[config.mk]
export PLATFORM = sky130hd
export DESIGN_NAME = vga_timing_gen_flat
export DESIGN_NICKNAME = d
export VERILOG_FILES = /design/src/rtl/vga_timing_gen_if.sv /design/src/rtl/vga_timing_gen.sv /design/src/flat_wrapper.sv
export SDC_FILE = /design/constraint.sdc
export NUM_CORES = 1
export LEC_CHECK = 0
export ABC_CLOCK_PERIOD_IN_PS = 2500
export CAP_MARGIN = 20
export CORE_MARGIN = 4
export CORE_UTILIZATION = 45
export CTS_BUF_LIST = sky130_fd_sc_hd__clkbuf_8
export DETAILED_ROUTE_END_ITERATION = 12
export PLACE_DENSITY = 0.73
export SETUP_SLACK_MARGIN = 0.3
export SYNTH_ARGS = -nofsm -noshare
export SYNTH_HDL_FRONTEND = slang
export SYNTH_SLANG_ARGS = --single-unit
[constraint.sdc]
create_clock -name CLK -period 2.5 [get_ports CLK]
set_input_delay 0.75 -clock CLK [delete_from_list [all_inputs] [get_ports CLK]]
set_output_delay 0.75 -clock CLK [all_outputs]
set_load 0.02 [all_outputs]
[src/rtl/vga_timing_gen_if.sv]
// Pixel-side bundle of the VGA timing generator: coordinates and strobe towards the
// pixel source, returned pixel data, and the sync/colour pin outputs.
interface vga_timing_gen_if #(
    parameter int unsigned XW = 10,
    parameter int unsigned YW = 10,
    parameter int unsigned CW = 4
);
    logic [3*CW-1:0] pix_rgb_i;
    logic            o_pix_stb;
    logic [XW-1:0]   o_x;
    logic [YW-1:0]   o_y;
    logic            o_active;
    logic            o_line;
    logic            o_frame;
    logic            VGA_HS_O;
    logic            VGA_VS_O;
    logic [CW-1:0]   VGA_R;
    logic [CW-1:0]   VGA_G;
    logic [CW-1:0]   VGA_B;

    modport master (
        input  pix_rgb_i,
        output o_pix_stb, o_x, o_y, o_active, o_line, o_frame,
        output VGA_HS_O, VGA_VS_O, VGA_R, VGA_G, VGA_B
    );

    modport slave (
        output pix_rgb_i,
        input  o_pix_stb, o_x, o_y, o_active, o_line, o_frame,
        input  VGA_HS_O, VGA_VS_O, VGA_R, VGA_G, VGA_B
    );
endinterface

[src/rtl/vga_timing_gen.sv]
// VGA timing generator: phase-accumulator pixel strobe, h/v counters, and a sync/blank
// delay line that lines the pins up with a pixel source of LAT strobes read latency.
module vga_timing_gen #(
    parameter logic [15:0] STB_INC  = 16'h4000,
    parameter int unsigned H_ACTIVE = 640,
    parameter int unsigned H_FP     = 16,
    parameter int unsigned H_SYNC   = 96,
    parameter int unsigned H_BP     = 48,
    parameter int unsigned V_ACTIVE = 480,
    parameter int unsigned V_FP     = 10,
    parameter int unsigned V_SYNC   = 2,
    parameter int unsigned V_BP     = 33,
    parameter bit          HS_POL   = 1'b0,
    parameter bit          VS_POL   = 1'b0,
    parameter int unsigned LAT      = 1,
    parameter int unsigned XW       = 10,
    parameter int unsigned YW       = 10,
    parameter int unsigned CW       = 4
) (
    input logic               CLK,
    input logic               RST_BTN,
    vga_timing_gen_if.master  vga
);

    localparam int unsigned H_TOTAL = H_ACTIVE + H_FP + H_SYNC + H_BP;
    localparam int unsigned V_TOTAL = V_ACTIVE + V_FP + V_SYNC + V_BP;

    localparam logic [XW-1:0] H_LAST = XW'(H_TOTAL - 1);
    localparam logic [XW-1:0] H_ACT  = XW'(H_ACTIVE);
    localparam logic [XW-1:0] HS_BEG = XW'(H_ACTIVE + H_FP);
    localparam logic [XW-1:0] HS_END = XW'(H_ACTIVE + H_FP + H_SYNC);
    localparam logic [YW-1:0] V_LAST = YW'(V_TOTAL - 1);
    localparam logic [YW-1:0] V_ACT  = YW'(V_ACTIVE);
    localparam logic [YW-1:0] VS_BEG = YW'(V_ACTIVE + V_FP);
    localparam logic [YW-1:0] VS_END = YW'(V_ACTIVE + V_FP + V_SYNC);

    function automatic logic pin_level(input logic raw, input logic pol);
        return raw ? pol : ~pol;
    endfunction

    function automatic logic [3*CW-1:0] blank_rgb(input logic vld, input logic [3*CW-1:0] rgb);
        return vld ? rgb : '0;
    endfunction

    logic [15:0]   acc_p0;
    logic [16:0]   acc_sum;
    logic          stb_p0;
    logic [XW-1:0] h_p0, h_nxt;
    logic [YW-1:0] v_p0, v_nxt;
    logic          vld_p0, line_p0, frame_p0;

    assign acc_sum = {1'b0, acc_p0} + {1'b0, STB_INC};

    always_comb begin
        h_nxt = h_p0 + 1'b1;
        v_nxt = v_p0;
        if (h_p0 == H_LAST) begin
            h_nxt = '0;
            v_nxt = (v_p0 == V_LAST) ? '0 : v_p0 + 1'b1;
        end
    end

    // Stage p0: strobe and coordinate counters
    always_ff @(posedge CLK or negedge RST_BTN) begin
        if (!RST_BTN) begin
            acc_p0   <= '0;
            stb_p0   <= 1'b0;
            h_p0     <= H_LAST;
            v_p0     <= V_LAST;
            vld_p0   <= 1'b0;
            line_p0  <= 1'b0;
            frame_p0 <= 1'b0;
        end else begin
            {stb_p0, acc_p0} <= acc_sum;
            line_p0          <= 1'b0;
            frame_p0         <= 1'b0;
            if (stb_p0) begin
                h_p0     <= h_nxt;
                v_p0     <= v_nxt;
                vld_p0   <= (h_nxt < H_ACT) && (v_nxt < V_ACT);
                line_p0  <= (h_nxt == '0);
                frame_p0 <= (h_nxt == '0) && (v_nxt == '0);
            end
        end
    end

    // Raw sync of the current coordinate, packed {hs, vs, vld}; sync levels applied at the pins
    logic [2:0] cur_p0;
    logic [2:0] tap;
    assign cur_p0 = {(h_p0 >= HS_BEG) && (h_p0 < HS_END),
                     (v_p0 >= VS_BEG) && (v_p0 < VS_END),
                     vld_p0};

    generate
        if (LAT > 1) begin : g_dly
            logic [2:0] dly_p [LAT-1];
            always_ff @(posedge CLK or negedge RST_BTN) begin
                if (!RST_BTN) begin
                    for (int i = 0; i < int'(LAT) - 1; i++) dly_p[i] <= '0;
                end else if (stb_p0) begin
                    dly_p[0] <= cur_p0;
                    for (int i = 1; i < int'(LAT) - 1; i++) dly_p[i] <= dly_p[i-1];
                end
            end
            assign tap = dly_p[LAT-2];
        end else begin : g_nodly
            assign tap = cur_p0;
        end
    endgenerate

    // Stage p1: pin register, updated on strobes so inter-strobe pixel changes are ignored
    logic            hs_p1, vs_p1;
    logic [3*CW-1:0] rgb_p1;

    always_ff @(posedge CLK or negedge RST_BTN) begin
        if (!RST_BTN) begin
            hs_p1  <= ~HS_POL;
            vs_p1  <= ~VS_POL;
            rgb_p1 <= '0;
        end else if (stb_p0) begin
            hs_p1  <= pin_level(tap[2], HS_POL);
            vs_p1  <= pin_level(tap[1], VS_POL);
            rgb_p1 <= blank_rgb(tap[0], vga.pix_rgb_i);
        end
    end

    assign vga.o_pix_stb = stb_p0;
    assign vga.o_x       = h_p0;
    assign vga.o_y       = v_p0;
    assign vga.o_active  = vld_p0;
    assign vga.o_line    = line_p0;
    assign vga.o_frame   = frame_p0;
    assign vga.VGA_HS_O  = hs_p1;
    assign vga.VGA_VS_O  = vs_p1;
    assign vga.VGA_R     = rgb_p1[3*CW-1:2*CW];
    assign vga.VGA_G     = rgb_p1[2*CW-1:CW];
    assign vga.VGA_B     = rgb_p1[CW-1:0];

endmodule

[src/flat_wrapper.sv]
// flat-port wrapper written by rule: the top's interface ports become plain ports
module vga_timing_gen_flat 
#(
    parameter logic [15:0] STB_INC  = 16'h4000,
    parameter int unsigned H_ACTIVE = 640,
    parameter int unsigned H_FP     = 16,
    parameter int unsigned H_SYNC   = 96,
    parameter int unsigned H_BP     = 48,
    parameter int unsigned V_ACTIVE = 480,
    parameter int unsigned V_FP     = 10,
    parameter int unsigned V_SYNC   = 2,
    parameter int unsigned V_BP     = 33,
    parameter bit          HS_POL   = 1'b0,
    parameter bit          VS_POL   = 1'b0,
    parameter int unsigned LAT      = 1,
    parameter int unsigned XW       = 10,
    parameter int unsigned YW       = 10,
    parameter int unsigned CW       = 4
)
  (CLK, RST_BTN, vga_pix_rgb_i, vga_o_pix_stb, vga_o_x, vga_o_y, vga_o_active, vga_o_line, vga_o_frame, vga_VGA_HS_O, vga_VGA_VS_O, vga_VGA_R, vga_VGA_G, vga_VGA_B);
  vga_timing_gen_if #(.XW(XW), .YW(YW), .CW(CW)) vga_i ();
  input logic CLK;
  input logic RST_BTN;
  input wire logic [$bits(vga_i.pix_rgb_i)-1:0] vga_pix_rgb_i;
  output wire logic [$bits(vga_i.o_pix_stb)-1:0] vga_o_pix_stb;
  output wire logic [$bits(vga_i.o_x)-1:0] vga_o_x;
  output wire logic [$bits(vga_i.o_y)-1:0] vga_o_y;
  output wire logic [$bits(vga_i.o_active)-1:0] vga_o_active;
  output wire logic [$bits(vga_i.o_line)-1:0] vga_o_line;
  output wire logic [$bits(vga_i.o_frame)-1:0] vga_o_frame;
  output wire logic [$bits(vga_i.VGA_HS_O)-1:0] vga_VGA_HS_O;
  output wire logic [$bits(vga_i.VGA_VS_O)-1:0] vga_VGA_VS_O;
  output wire logic [$bits(vga_i.VGA_R)-1:0] vga_VGA_R;
  output wire logic [$bits(vga_i.VGA_G)-1:0] vga_VGA_G;
  output wire logic [$bits(vga_i.VGA_B)-1:0] vga_VGA_B;
  assign vga_i.pix_rgb_i = vga_pix_rgb_i;
  assign vga_o_pix_stb = vga_i.o_pix_stb;
  assign vga_o_x = vga_i.o_x;
  assign vga_o_y = vga_i.o_y;
  assign vga_o_active = vga_i.o_active;
  assign vga_o_line = vga_i.o_line;
  assign vga_o_frame = vga_i.o_frame;
  assign vga_VGA_HS_O = vga_i.VGA_HS_O;
  assign vga_VGA_VS_O = vga_i.VGA_VS_O;
  assign vga_VGA_R = vga_i.VGA_R;
  assign vga_VGA_G = vga_i.VGA_G;
  assign vga_VGA_B = vga_i.VGA_B;
  vga_timing_gen #(.STB_INC(STB_INC), .H_ACTIVE(H_ACTIVE), .H_FP(H_FP), .H_SYNC(H_SYNC), .H_BP(H_BP), .V_ACTIVE(V_ACTIVE), .V_FP(V_FP), .V_SYNC(V_SYNC), .V_BP(V_BP), .HS_POL(HS_POL), .VS_POL(VS_POL), .LAT(LAT), .XW(XW), .YW(YW), .CW(CW)) u_core (.CLK(CLK), .RST_BTN(RST_BTN), .vga(vga_i));
endmodule
Yosys cells after proc, flatten, opt, wreduce, memory -nomap -nowiden
Index checks and enable logic that the tools add are counted.

Register bits after elaboration: 54. Output and inout bits: 38. Logic and storage cells: 35.

Reductions and logical operators: 6. Eq/ne operators: 2. Magnitude comparators: 6. Add/subtract/negate cells: 3. Muxes and demuxes: 8.

Operators by type and width (count): 10-bit two-way mux (3); 10-bit by 1-bit adder with 10-bit output (second input constant) (2); 10-bit == test (second input constant) (2); 10-bit zero test (2); 10-bit < comparator (second input constant) (2); 10-bit by 9-bit < comparator with 1-bit output (second input constant) (2); 16-bit by 15-bit adder with 17-bit output (second input constant) (1); 12-bit two-way mux (1); 10-bit >= comparator (second input constant) (1); 10-bit by 9-bit >= comparator with 1-bit output (second input constant) (1); 1-bit logical AND (4); 1-bit two-way mux (4).

Depth between registers and ports, before layout
Gate-level depths: netlist of the first run.

Depth after elaboration: 6. Gate-level depth with buffers: 9.

Worst setup path after synthesis of the first run
Ideal clock, no wire load.

Path type: reg-to-reg. From: reg u_core.h_p0[0] (netlist: u_core.vga.o_x[0]). To: reg u_core.frame_p0 (netlist: u_core.vga.o_frame). Arrival time: 2.006 ns. Cell stages (with the launch flop): 9. Clock period less this slack: 2.102 ns. Slack: 0.398 ns. Cells stage by stage: dfstp_2 ha_1 and4_4 buf_6 and4_1 buf_2 mux2i_1 o211ai_1 nor4_2.

Cells in the longest elaborated chain, start to end: 5. Elaborated cells between the ends (all ways): 8.

Ends and longest elaborated chain: start: declaration (RTL line vga_timing_gen.sv:48) `logic [XW-1:0] h_p0, h_nxt;`; start signal: assignment (RTL line vga_timing_gen.sv:78) `h_p0 <= h_nxt;`; 10-bit by 1-bit adder with 10-bit output / 10-bit == test (equally long branches) (RTL line vga_timing_gen.sv:55, vga_timing_gen.sv:57); 10-bit two-way mux (RTL line vga_timing_gen.sv:57) `if (h_p0 == H_LAST) begin`; 10-bit zero test (RTL line vga_timing_gen.sv:82) `frame_p0 <= (h_nxt == '0) && (v_nxt == '0);`; 1-bit logical AND (*) (RTL line vga_timing_gen.sv:82); 1-bit two-way mux (*) (RTL line vga_timing_gen.sv:77) `if (stb_p0) begin`; end signal: assignment (RTL line vga_timing_gen.sv:82); end: declaration (RTL line vga_timing_gen.sv:50) `logic vld_p0, line_p0, frame_p0;`.

Mark *: on every way between the ends. The rest lies on a longest branch, timed or not. A chain may end at the register's enable or synchronous reset.

Worst setup path after layout of the first run
Ends and elaborated chain as after synthesis.

==> results of run 1 <==
==> critical path, cell delays in order, from the launching register on <==
cell,delay (ps)
dfstp_2,600
ha_4,180
and4_4,290
and4_4,280
mux2i_1,250
o211ai_1,140
nor4_2,340
==> stage by stage <==
step           std cells  cell area [um^2]  hold WS (ps)  utilization
2_1_floorplan        250              2287         400.6            -
3_3_place_gp         352              2793         411.9       0.5797
3_5_place_dp         352              2793         422.8       0.5797
4_1_cts              360              2859         433.9       0.5935
5_1_grt              363              2938         452.6       0.6099
6_report             363              2938         423.9       0.6099
==> cell families (layout without fill, tap and decap cells) <==
| kind of cell | count (synthesis) | count (layout) | synth area share |
|---|---|---|---|
| fa+ha+maj | 6 | 6 | 0.03282 |
| simple gates | 92 | 92 | 0.2188 |
| mux | 6 | 6 | 0.02735 |
| buf+inv | 42 | 88 | 0.08752 |
| compound gates | 52 | 52 | 0.1433 |
| flops | 40 | 40 | 0.4442 |
| xor+xnor | 12 | 12 | 0.04595 |
==> metal layers <==
metal	share of wire	vias up	routed length (um)	global-route usage
li1	-	976	-	-
met1	0.46	936	2472	0.2717
met2	0.47	60	2515	0.2854
met3	0.053	8	286	0.03061
met4	0.015	0	83	0.07388
met5	0	-	0	0
==> report_power, final <==
part           internal (W)  switching (W)
Sequential         0.000658     0.00000499
Clock              0.000188       0.000215
Combinational     0.0000384      0.0000363
==> state kept, by name, summed over array words and instances (netlist names) <==
name	flops
u_core.vga.VGA_HS_O	1
u_core.vga.o_pix_stb	1
u_core.rgb_p1	12
u_core.vga.o_x	10
u_core.acc_p0	2
u_core.vga.o_y	10
u_core.vga.VGA_VS_O	1
u_core.vga.o_frame	1
u_core.vga.o_active	1
u_core.vga.o_line	1
==> path summary, 6_finish.rpt <==
kind | endpoint | cells past startpoint | slack [ps]
max | u_core.vga.o_frame$_DFF_PN0_ | 6 | 320
min | u_core.acc_p0[14]$_DFF_PN0_ | 1 | 420
max reg2reg | u_core.vga.o_frame$_DFF_PN0_ | 6 | 320
min reg2reg | u_core.acc_p0[14]$_DFF_PN0_ | 1 | 420
max in group asynchronous | u_core.vga.o_y[2]$_DFFE_PN1P_ | 2 | 1410
min in group asynchronous | u_core.vga.o_x[6]$_DFFE_PN0P_ | 1 | 460
==> layout make-up <==
| cell class | count | share of cell area |
|---|---|---|
| Multi-Input combinational cell | 168 | 0.3786 |
| Inverter | 21 | 0.02683 |
| Tap cell | 67 | 0.02853 |
| Clock inverter | 3 | 0.004259 |
| Sequential cell | 40 | 0.3475 |
| Timing Repair Buffer | 59 | 0.1908 |
| Clock buffer | 5 | 0.02342 |
==> cells in the final DEF, fill, tap and decap left out, drive strengths merged, types with 5 or more instances in the layout <==
| master | count |
|---|---|
| clkdlybuf4s50 | 28 |
| o21ai | 28 |
| dfrtp | 28 |
| nand3 | 25 |
| inv | 23 |
| nand2 | 19 |
| dlygate4sd2 | 16 |
| dfstp | 12 |
| xnor2 | 11 |
| nor2 | 10 |
| nand4 | 9 |
| buf | 9 |
| and3 | 8 |
| dlymetal6s2s | 6 |
| ha | 6 |
| nor3 | 5 |
| clkbuf | 5 |
==> repair_timing <==
| action | CTS | global route |
|---|---|---|
| setup endpoints to repair | 20 | 11 |
| hold buffers | 0 | 0 |
| buffers inserted | 0 | 3 |
| pin swaps | 0 | 1 |
| gates resized for setup | 20 | 18 |
==> summary.txt, run 1 <==
Drt
  • Vias per cell: 5.455
  • DRT Pass-1 Iters: 4
  • Final ANT Viol Nets: 0
  • Initial drt markers: 156
  • Via count: 1,980
  • Post-DR wirelength/cell: 14.76 um
  • Final WL: 5.358 mm
  • Post-route DRC: 0

Logic synthesis
  • #FFs+latches synth: 40
  • Post-synth EDFFs: 0
  • Synthesis Warnings: 0
  • Async SR Flop Fraction: 1.000
  • Leading area contributor after synthesis: dfrtp_1
  • Register area share after synthesis: 0.4442
  • Syn nets: 270
  • Area fraction of the dominant cell type after synthesis: 0.3063
  • Synth cell types: 48
  • Mapped Cells: 250
  • Synth Area per Inst: 9.149 um^2
  • Synth Flop Type: dfrtp_1
  • Top cells by area, synth: dfrtp_1 (31%), dfstp_2 (14%), o21ai_0 (6.1%)
  • Synth top cells by count: dfrtp_1 (28), o21ai_0 (28), nand3_1 (25)
  • Post-Synthesis Cell Area: 2287 um^2

Global route
  • Largest net degree at the start of global routing: 53
  • Initial antenna violation count: 0
  • Vias in the first global route: 1,902
  • First-pass GRT wire length: 9.446 mm
  • Total grt overflow: 0
  • GRT Resource Usage Total: 0.1893

STA
  • Final period util: 0.8710
  • Final setup viols: 0
  • Worst Max-Slew Pin Slew: 607.1 ps
  • Final TNS setup: 0 ps
  • Max Slew Vio Count: 0
  • Fmax: 0.4593 GHz
  • Slew Limit Headroom: 0.5953
  • Worst Skew: 8.086 ps
  • Setup ws final: 322.5 ps
  • Min Tclk post-route: 2177 ps
  • RSZ-0062 raised after global routing: true
  • Hold Vio Cnt, Final: 0

Die
  • Die width: 79.29 um
  • Die Area: 6287 um^2
  • FP Rows: 25
  • Die H: 79.29 um
  • Core Footprint: 4817 um^2
  • I/O Pins: 52
  • Starting Density: 0.4748

Placed design
  • Number of port buffers: 51
  • RePlAce Congestion: 0.8629
  • Post-place setup slack: 133.3 ps
  • Detailed Place HPWL: 3.801 mm

Finish
  • Fillers: 438
  • Reg area: 1021 um^2
  • Final nets: 315
  • Footprint of the multi-input gates: 1112 um^2
  • Share of cells above drive strength 1: 0.1419
  • Ant. Diodes: 0
  • Synth-to-layout area growth: 28.45%

Power and ir drop
  • Leak: 1.331 nW
  • Pwr Total: 0.001140 W
  • Worst VDD drop: 0.2271 mV
  • Power per cell area: 388.1 nW/um^2

Run status
  • Outcome: finished clean

Flow run
  • Max cap viols: 0

Critical path
  • WS Path Type: reg2reg
  • WP data required: 2680 ps
  • Reg-to-Reg Start: u_core.vga.o_x[0]$_DFFE_PN1P_
  • Critical Path AT: 2360 ps
  • Critical path endpoint category: flip-flop
  • Crit Path Max Fanout: 8
  • Worst setup SP type: flip-flop
  • Crit path from: u_core.vga.o_x[0]$_DFFE_PN1P_

CTS
  • Clock Sinks: 40
  • Worst-path clk slew: 80 ps
  • CTS tree: built
  • Clock Path Buffers: 2
  • CTS HTree Levels: 2
  • Root buf cell: clkbuf_8
  • Clk_lat worst skew: 290 ps
  • Total CTS buffers: 5

Worst hold path
  • Hold Crit Start: u_core.acc_p0[14]$_DFF_PN0_
  • Tightest Hold Check Type: reg2reg
(Power assumes the default switching activity.)
==> inputs of run 2 (changes only) <==
--- a/config.mk
+++ b/config.mk
@@ -8,10 +8,10 @@
 export ABC_CLOCK_PERIOD_IN_PS = 2500
 export CAP_MARGIN = 20
 export CORE_MARGIN = 4
-export CORE_UTILIZATION = 45
+export CORE_UTILIZATION = 35
 export CTS_BUF_LIST = sky130_fd_sc_hd__clkbuf_8
 export DETAILED_ROUTE_END_ITERATION = 12
-export PLACE_DENSITY = 0.73
+export MAX_ROUTING_LAYER = met4
 export SETUP_SLACK_MARGIN = 0.3
 export SYNTH_ARGS = -nofsm -noshare
 export SYNTH_HDL_FRONTEND = slang
==> run 2 against run 1 <==
  * Power is 9.0% higher
  * Clock power up 26%
  * Combinational power is 3% lower
  * Critical path type is now reg2out
  * Largest power group unchanged
==> summary.txt, run 2 (synthesized netlist as in run 1, its figures left out) <==
Drt
  • Final WL: 5.249 mm (-2.0%)
  • Final ANT Viol Nets: 0 (unchanged)
  • Vias per cell: 5.321 (-2.5%)
  • Post-route DRC: 0 (unchanged)
  • Via count: 1,974 (-0.30%)
  • DRT Pass-1 Iters: 4 (unchanged)
  • Initial drt markers: 154 (-1.3%)
  • Post-DR wirelength/cell: 14.15 um (-4.1%)

Global route
  • GRT Resource Usage Total: 0.1485 (-0.04087)
  • Vias in the first global route: 1,833 (-3.6%)
  • Initial antenna violation count: 0 (unchanged)
  • Total grt overflow: 0 (unchanged)
  • Largest net degree at the start of global routing: 53 (unchanged)
  • First-pass GRT wire length: 8.928 mm (-5.5%)

Critical path
  • Crit Path Max Fanout: 8 (unchanged)
  • WP data required: 1750 ps (-930 ps)
  • CP top delay family: buffers and inverters
  • Critical path endpoint category: output pin
  • Peak per-stage delay on the critical path: 650 ps (+50 ps)
  • Critical-path top delay cell: clkdlybuf4s50_1
  • WS Path Type: reg2out
  • CP bufs+invs: 1 (+1)
  • Critical Path AT: 1420 ps (-940 ps)
  • Worst setup SP type: flip-flop
  • Worst-path cell chain: clkdlybuf4s50_1

STA
  • Max Slew Vio Count: 0 (unchanged)
  • Slew Limit Headroom: 0.6700 (+0.07479)
  • Final TNS setup: 0 ps (unchanged)
  • Min Tclk post-route: 2175 ps (-2.534 ps)
  • Fmax: 0.4598 GHz (+0.12%)
  • Final period util: 0.8700 (-0.001014)
  • Worst Skew: 5.727 ps (-2.358 ps)
  • Hold Vio Cnt, Final: 0 (unchanged)
  • Final hold slack: 422.8 ps (-1.132 ps)
  • Worst Max-Slew Pin Slew: 494.9 ps (-112.2 ps)
  • RSZ-0062 raised after global routing: true
  • Final setup viols: 0 (unchanged)

Flow run
  • Max cap viols: 0 (unchanged)

Die
  • I/O Pins: 52 (unchanged)
  • Die Area: 7893 um^2 (+26%)
  • Starting Density: 0.3602 (-0.1146)
  • Core Footprint: 6350 um^2 (+32%)
  • Die H: 88.84 um (+12%)
  • Die width: 88.84 um (+12%)
  • FP Rows: 29 (+16%)

Placed design
  • RePlAce Congestion: 0.8565 (-0.74%)
  • Dpl cell area: 2798 um^2 (+0.18%)
  • Detailed Place HPWL: 3.675 mm (-3.3%)
  • Number of port buffers: 51 (unchanged)

Run status
  • Outcome: finished clean

CTS
  • Root buf cell: clkbuf_8
  • CTS tree: built
  • Hold buffers post-CTS: 0 (unchanged)
  • Total CTS buffers: 5 (unchanged)
  • CTS HTree Levels: 2 (unchanged)
  • Clk_lat worst skew: 290 ps (about the same)
  • Worst-path clk slew: 70 ps (about the same)
  • Clock Sinks: 40 (unchanged)
  • Clock Path Buffers: 2 (unchanged)

Finish
  • Commonest cells after routing, fill and taps aside: clkdlybuf4s50_1 (30), o21ai_0 (27), nand3_1 (25)
  • Max reg flops: 12 (unchanged)
  • Top reg by flops: u_core.rgb_p1
  • Ant. Diodes: 0 (unchanged)
  • Finished Cell Area: 2954 um^2 (+0.55%)
  • Share of cells above drive strength 1: 0.1327 (-0.009239)
  • Synth-to-layout area growth: 29.16%
  • Most common cell after layout, fill and taps aside: clkdlybuf4s50_1
  • Final nets: 313 (-0.63%)

Worst hold path
  • Tightest Hold Check Type: reg2reg

Power and ir drop
  • Power per cell area: 420.9 nW/um^2 (+8.4%)
  • Worst VDD drop: 0.1918 mV (-16%)
  • Leak: 1.303 nW (-2.1%)
-- run 2: cell types whose count changed in the layout (fill, tap and decap cells not counted), sizes merged --
cell	delta
clkdlybuf4s50	+2
inv	-1
dlymetal6s2s	-1
bufinv	+1
buf	-2
dlygate4sd2	-1
-- run 2: area by class of cell --
| type | instances | area (um^2) |
|---|---|---|
| timing repair buffer | 57 | 551.8 |
| multi-input combinational | 168 | 1099 |
| inverter | 21 | 78.83 |
| clock inverter | 3 | 38.79 |
| clock buffer | 5 | 68.82 |
| fill | 611 | 3396 |
| sequential | 40 | 1021 |
| tap | 77 | 96.34 |
-- run 2: final timing paths --
path,from,cells after the start,to,slack [ps]
max reg2reg,u_core.vga.o_x[0]$_DFFE_PN1P_,7,u_core.vga.o_frame$_DFF_PN0_,460
min,u_core.acc_p0[14]$_DFF_PN0_,1,u_core.acc_p0[14]$_DFF_PN0_,420
max in group asynchronous,RST_BTN,2,u_core.vga.o_x[5]$_DFFE_PN0P_,1620
min reg2reg,u_core.acc_p0[14]$_DFF_PN0_,1,u_core.acc_p0[14]$_DFF_PN0_,420
max,u_core.vga.o_y[4]$_DFFE_PN0P_,1,vga_o_y[4],330
min in group asynchronous,RST_BTN,2,u_core.vga.o_y[6]$_DFFE_PN0P_,500
-- run 2: stage by stage --
stage,power [W],util,worst slack [ps],cells
after floorplan,0.0006932,-,397.7,250
after global placement,0.0007482,0.4406,336.7,361
after CTS,0.001268,0.4552,238.6,369
final,0.001243,0.4652,325.1,371
after detailed placement,0.0007493,0.4406,259.2,361
after global routing,0.001301,0.4652,266.8,371
-- run 2: worst reg2reg max path: stages, from the launching register on --
cell and delay, ps:
dfstp_2 590, ha_4 180, and4_4 270, and3_4 220
buf_8 150, and4_1 190, o211ai_1 100, nor4_2 270
-- run 2: layer usage --
layer | global-route usage | vias to the layer above | wire length [um]
met5 | - | - | 0
met4 | 0.05220 | 0 | 81
met3 | 0.02328 | 5 | 344
met2 | 0.2173 | 57 | 2394
met1 | 0.2076 | 939 | 2427
li1 | - | 973 | -
-- run 2: timing repair --
item / 4_1_cts / 5_1_grt
hold endpoints to repair: 0 / 0
setup buffers: 0 / 2
gates resized for setup: 18 / 16
endpoints found under the setup margin: 18 / 8
pin swaps: 0 / 1
-- run 2: power breakdown --
part           internal [W]  switching [W]  total (W)
combinational     0.0000374      0.0000354  0.0000728
sequential         0.000658     0.00000487   0.000662
clock              0.000292       0.000216   0.000508
total              0.000987       0.000256    0.00124
==> inputs of run 3 (changes only) <==
--- a/config.mk
+++ b/config.mk
@@ -8,10 +8,11 @@
 export ABC_CLOCK_PERIOD_IN_PS = 2500
 export CAP_MARGIN = 20
 export CORE_MARGIN = 4
-export CORE_UTILIZATION = 35
+export CORE_UTILIZATION = 52
 export CTS_BUF_LIST = sky130_fd_sc_hd__clkbuf_8
 export DETAILED_ROUTE_END_ITERATION = 12
 export MAX_ROUTING_LAYER = met4
+export PLACE_DENSITY = 0.82
 export SETUP_SLACK_MARGIN = 0.3
 export SYNTH_ARGS = -nofsm -noshare
 export SYNTH_HDL_FRONTEND = slang
==> run 3 against run 2 <==
  * Non-clock buffer count is 1 lower
  * Maximum frequency is 3.7% higher
  * Die area is 30% lower
  * Power is 7.8% lower
  * Via count is 2.8% higher
  * Clock skew is 1.5 ps lower
  * Register-to-register slack worse by 60 ps
  * Final cell count is 7.5% lower
  * Cell area is 2.5% lower
  * Flip-flop and latch count stayed put
  * Critical path depth is 6 higher
==> summary.txt, run 3 (synthesized netlist as in run 1, its figures left out) <==
Finish
  • Share of cells above drive strength 1: 0.1092 (-0.02344)
  • Top reg by flops: u_core.rgb_p1
  • Ant. Diodes: 0 (unchanged)
  • Commonest cells after routing, fill and taps aside: o21ai_0 (28), clkdlybuf4s50_1 (28), dfrtp_1 (26)
  • Fillers: 315 (-48%)
  • Finished Cell Area: 2880 um^2 (-2.5%)
  • Final nets: 312 (-0.32%)
  • Max reg flops: 12 (unchanged)
  • Synth-to-layout area growth: 25.93%

STA
  • Worst Max-Slew Pin Slew: 504.9 ps (+9.928 ps)
  • Hold Vio Cnt, Final: 0 (unchanged)
  • Worst Skew: 4.188 ps (-1.539 ps)
  • Final period util: 0.8390 (-0.03102)
  • Slew Limit Headroom: 0.6634 (-0.006619)
  • Min Tclk post-route: 2097 ps (-77.55 ps)
  • RSZ-0062 raised after global routing: true
  • Max Slew Vio Count: 0 (unchanged)
  • Final TNS setup: 0 ps (unchanged)
  • Final setup viols: 0 (unchanged)
  • Fmax: 0.4768 GHz (+3.7%)
  • Final hold slack: 412.4 ps (-10.35 ps)
  • Setup ws final: 402.6 ps (+77.55 ps)

CTS
  • Clk_lat worst skew: 290 ps (about the same)
  • Clock Sinks: 40 (unchanged)
  • Clock Path Buffers: 2 (unchanged)
  • Worst-path clk slew: 80 ps (about the same)
  • Root buf cell: clkbuf_8
  • Hold buffers post-CTS: 0 (unchanged)
  • CTS HTree Levels: 2 (unchanged)
  • CTS tree: built
  • Setup bufs post-CTS: 0 (unchanged)
  • Total CTS buffers: 5 (unchanged)

Placed design
  • Detailed Place HPWL: 3.657 mm (-0.51%)
  • Number of port buffers: 51 (unchanged)
  • RePlAce Congestion: 0.9115 (+6.4%)
  • Post-place setup slack: 276.5 ps (+17.31 ps)
  • Dpl cell area: 2771 um^2 (-0.94%)

Critical path
  • WP data required: 2700 ps (+950 ps)
  • WS Path Type: reg2reg
  • Critical path endpoint category: flip-flop
  • Critical Path AT: 2300 ps (+880 ps)
  • Worst setup SP type: flip-flop
  • Crit Path Max Fanout: 14 (+6)

Flow run
  • Max cap viols: 0 (unchanged)

Drt
  • DRT Pass-1 Iters: 4 (unchanged)
  • Post-route DRC: 0 (unchanged)
  • Final ANT Viol Nets: 0 (unchanged)
  • Vias per cell: 5.915 (+11%)
  • Post-DR wirelength/cell: 15.51 um (+9.6%)
  • Via count: 2,029 (+2.8%)
  • Final WL: 5.319 mm (+1.3%)
  • Initial drt markers: 189 (+23%)

Run status
  • Outcome: finished clean

Global route
  • GRT Resource Usage Total: 0.2155 (+0.06703)
  • Total grt overflow: 0 (unchanged)
  • Largest net degree at the start of global routing: 53 (unchanged)
  • Initial antenna violation count: 0 (unchanged)
  • Vias in the first global route: 1,876 (+2.3%)
  • First-pass GRT wire length: 8.983 mm (+0.62%)

Power and ir drop
  • Worst VDD drop: 0.2619 mV (+37%)
  • Leak: 1.345 nW (+3.2%)
  • Pwr Total: 0.001146 W (-7.8%)
  • Power per cell area: 398.0 nW/um^2 (-5.4%)

Die
  • Die H: 74.32 um (-16%)
  • Starting Density: 0.5558 (+0.1956)
  • Die width: 74.32 um (-16%)
  • Core Footprint: 4115 um^2 (-35%)
  • I/O Pins: 52 (unchanged)
  • Die Area: 5523 um^2 (-30%)
  • FP Rows: 23 (-21%)

Worst hold path
  • Tightest Hold Check Type: in2async
==> run 3: per-stage QoR <==
stage / util / instances
4_1_cts: 0.6911 / 343
3_5_place_dp: 0.6735 / 335
6_report: 0.6999 / 343
2_1_floorplan: - / 250
3_3_place_gp: 0.6735 / 335
5_1_grt: 0.6999 / 343
==> run 3: metal layers <==
metal / global-route usage / wire (um) / vias up
li1: - / - / 971
met1: 0.3014 / 2370 / 967
met2: 0.3091 / 2465 / 82
met3: 0.05405 / 409 / 9
met4: 0.06719 / 73 / 0
met5: - / 0 / -
==> run 3: layout make-up <==
type	count	area (um^2)	area share
flip-flops and latches	40	1018	0.3536
clock inverters	3	12.51	0.004344
inverters	21	78.83	0.02737
multi-input cells	168	1090	0.3784
clock buffers	5	68.82	0.02389
well taps	50	62.56	0.02172
repair buffers	56	549.3	0.1907
==> run 3: final timing paths <==
check,startpoint,end,slack (ps),cells past startpoint
worst max-delay path,u_core.vga.o_x[0]$_DFFE_PN1P_,u_core.vga.o_frame$_DFF_PN0_,400,7
worst max register to register,u_core.vga.o_x[0]$_DFFE_PN1P_,u_core.vga.o_frame$_DFF_PN0_,400,7
min in group CLK,u_core.acc_p0[14]$_DFF_PN0_,u_core.acc_p0[14]$_DFF_PN0_,430,1
worst min register to register,u_core.acc_p0[14]$_DFF_PN0_,u_core.acc_p0[14]$_DFF_PN0_,430,1
max in group asynchronous,RST_BTN,u_core.vga.o_y[2]$_DFFE_PN1P_,1430,2
worst min-delay path,RST_BTN,u_core.rgb_p1[2]$_DFFE_PN0P_,410,1
==> run 3: report_power, final <==
group	switching, W	internal (W)
registers	0.00000485	0.000657
clock network	0.000222	0.000188
logic	0.0000361	0.0000384
==> run 3: what timing repair did <==
action / CTS / global route
gates resized for setup: 18 / 11
endpoints found under the hold margin: 0 / 0
setup endpoints to repair: 17 / 11
==> run 3: worst max-delay path, stage by stage, from the launching register on <==
cell and delay [ps]:
dfstp_2 610, ha_4 180, and4_4 290, and3_4 220, buf_6 160, mux2i_1 80
o211a_1 210, nor4_2 240
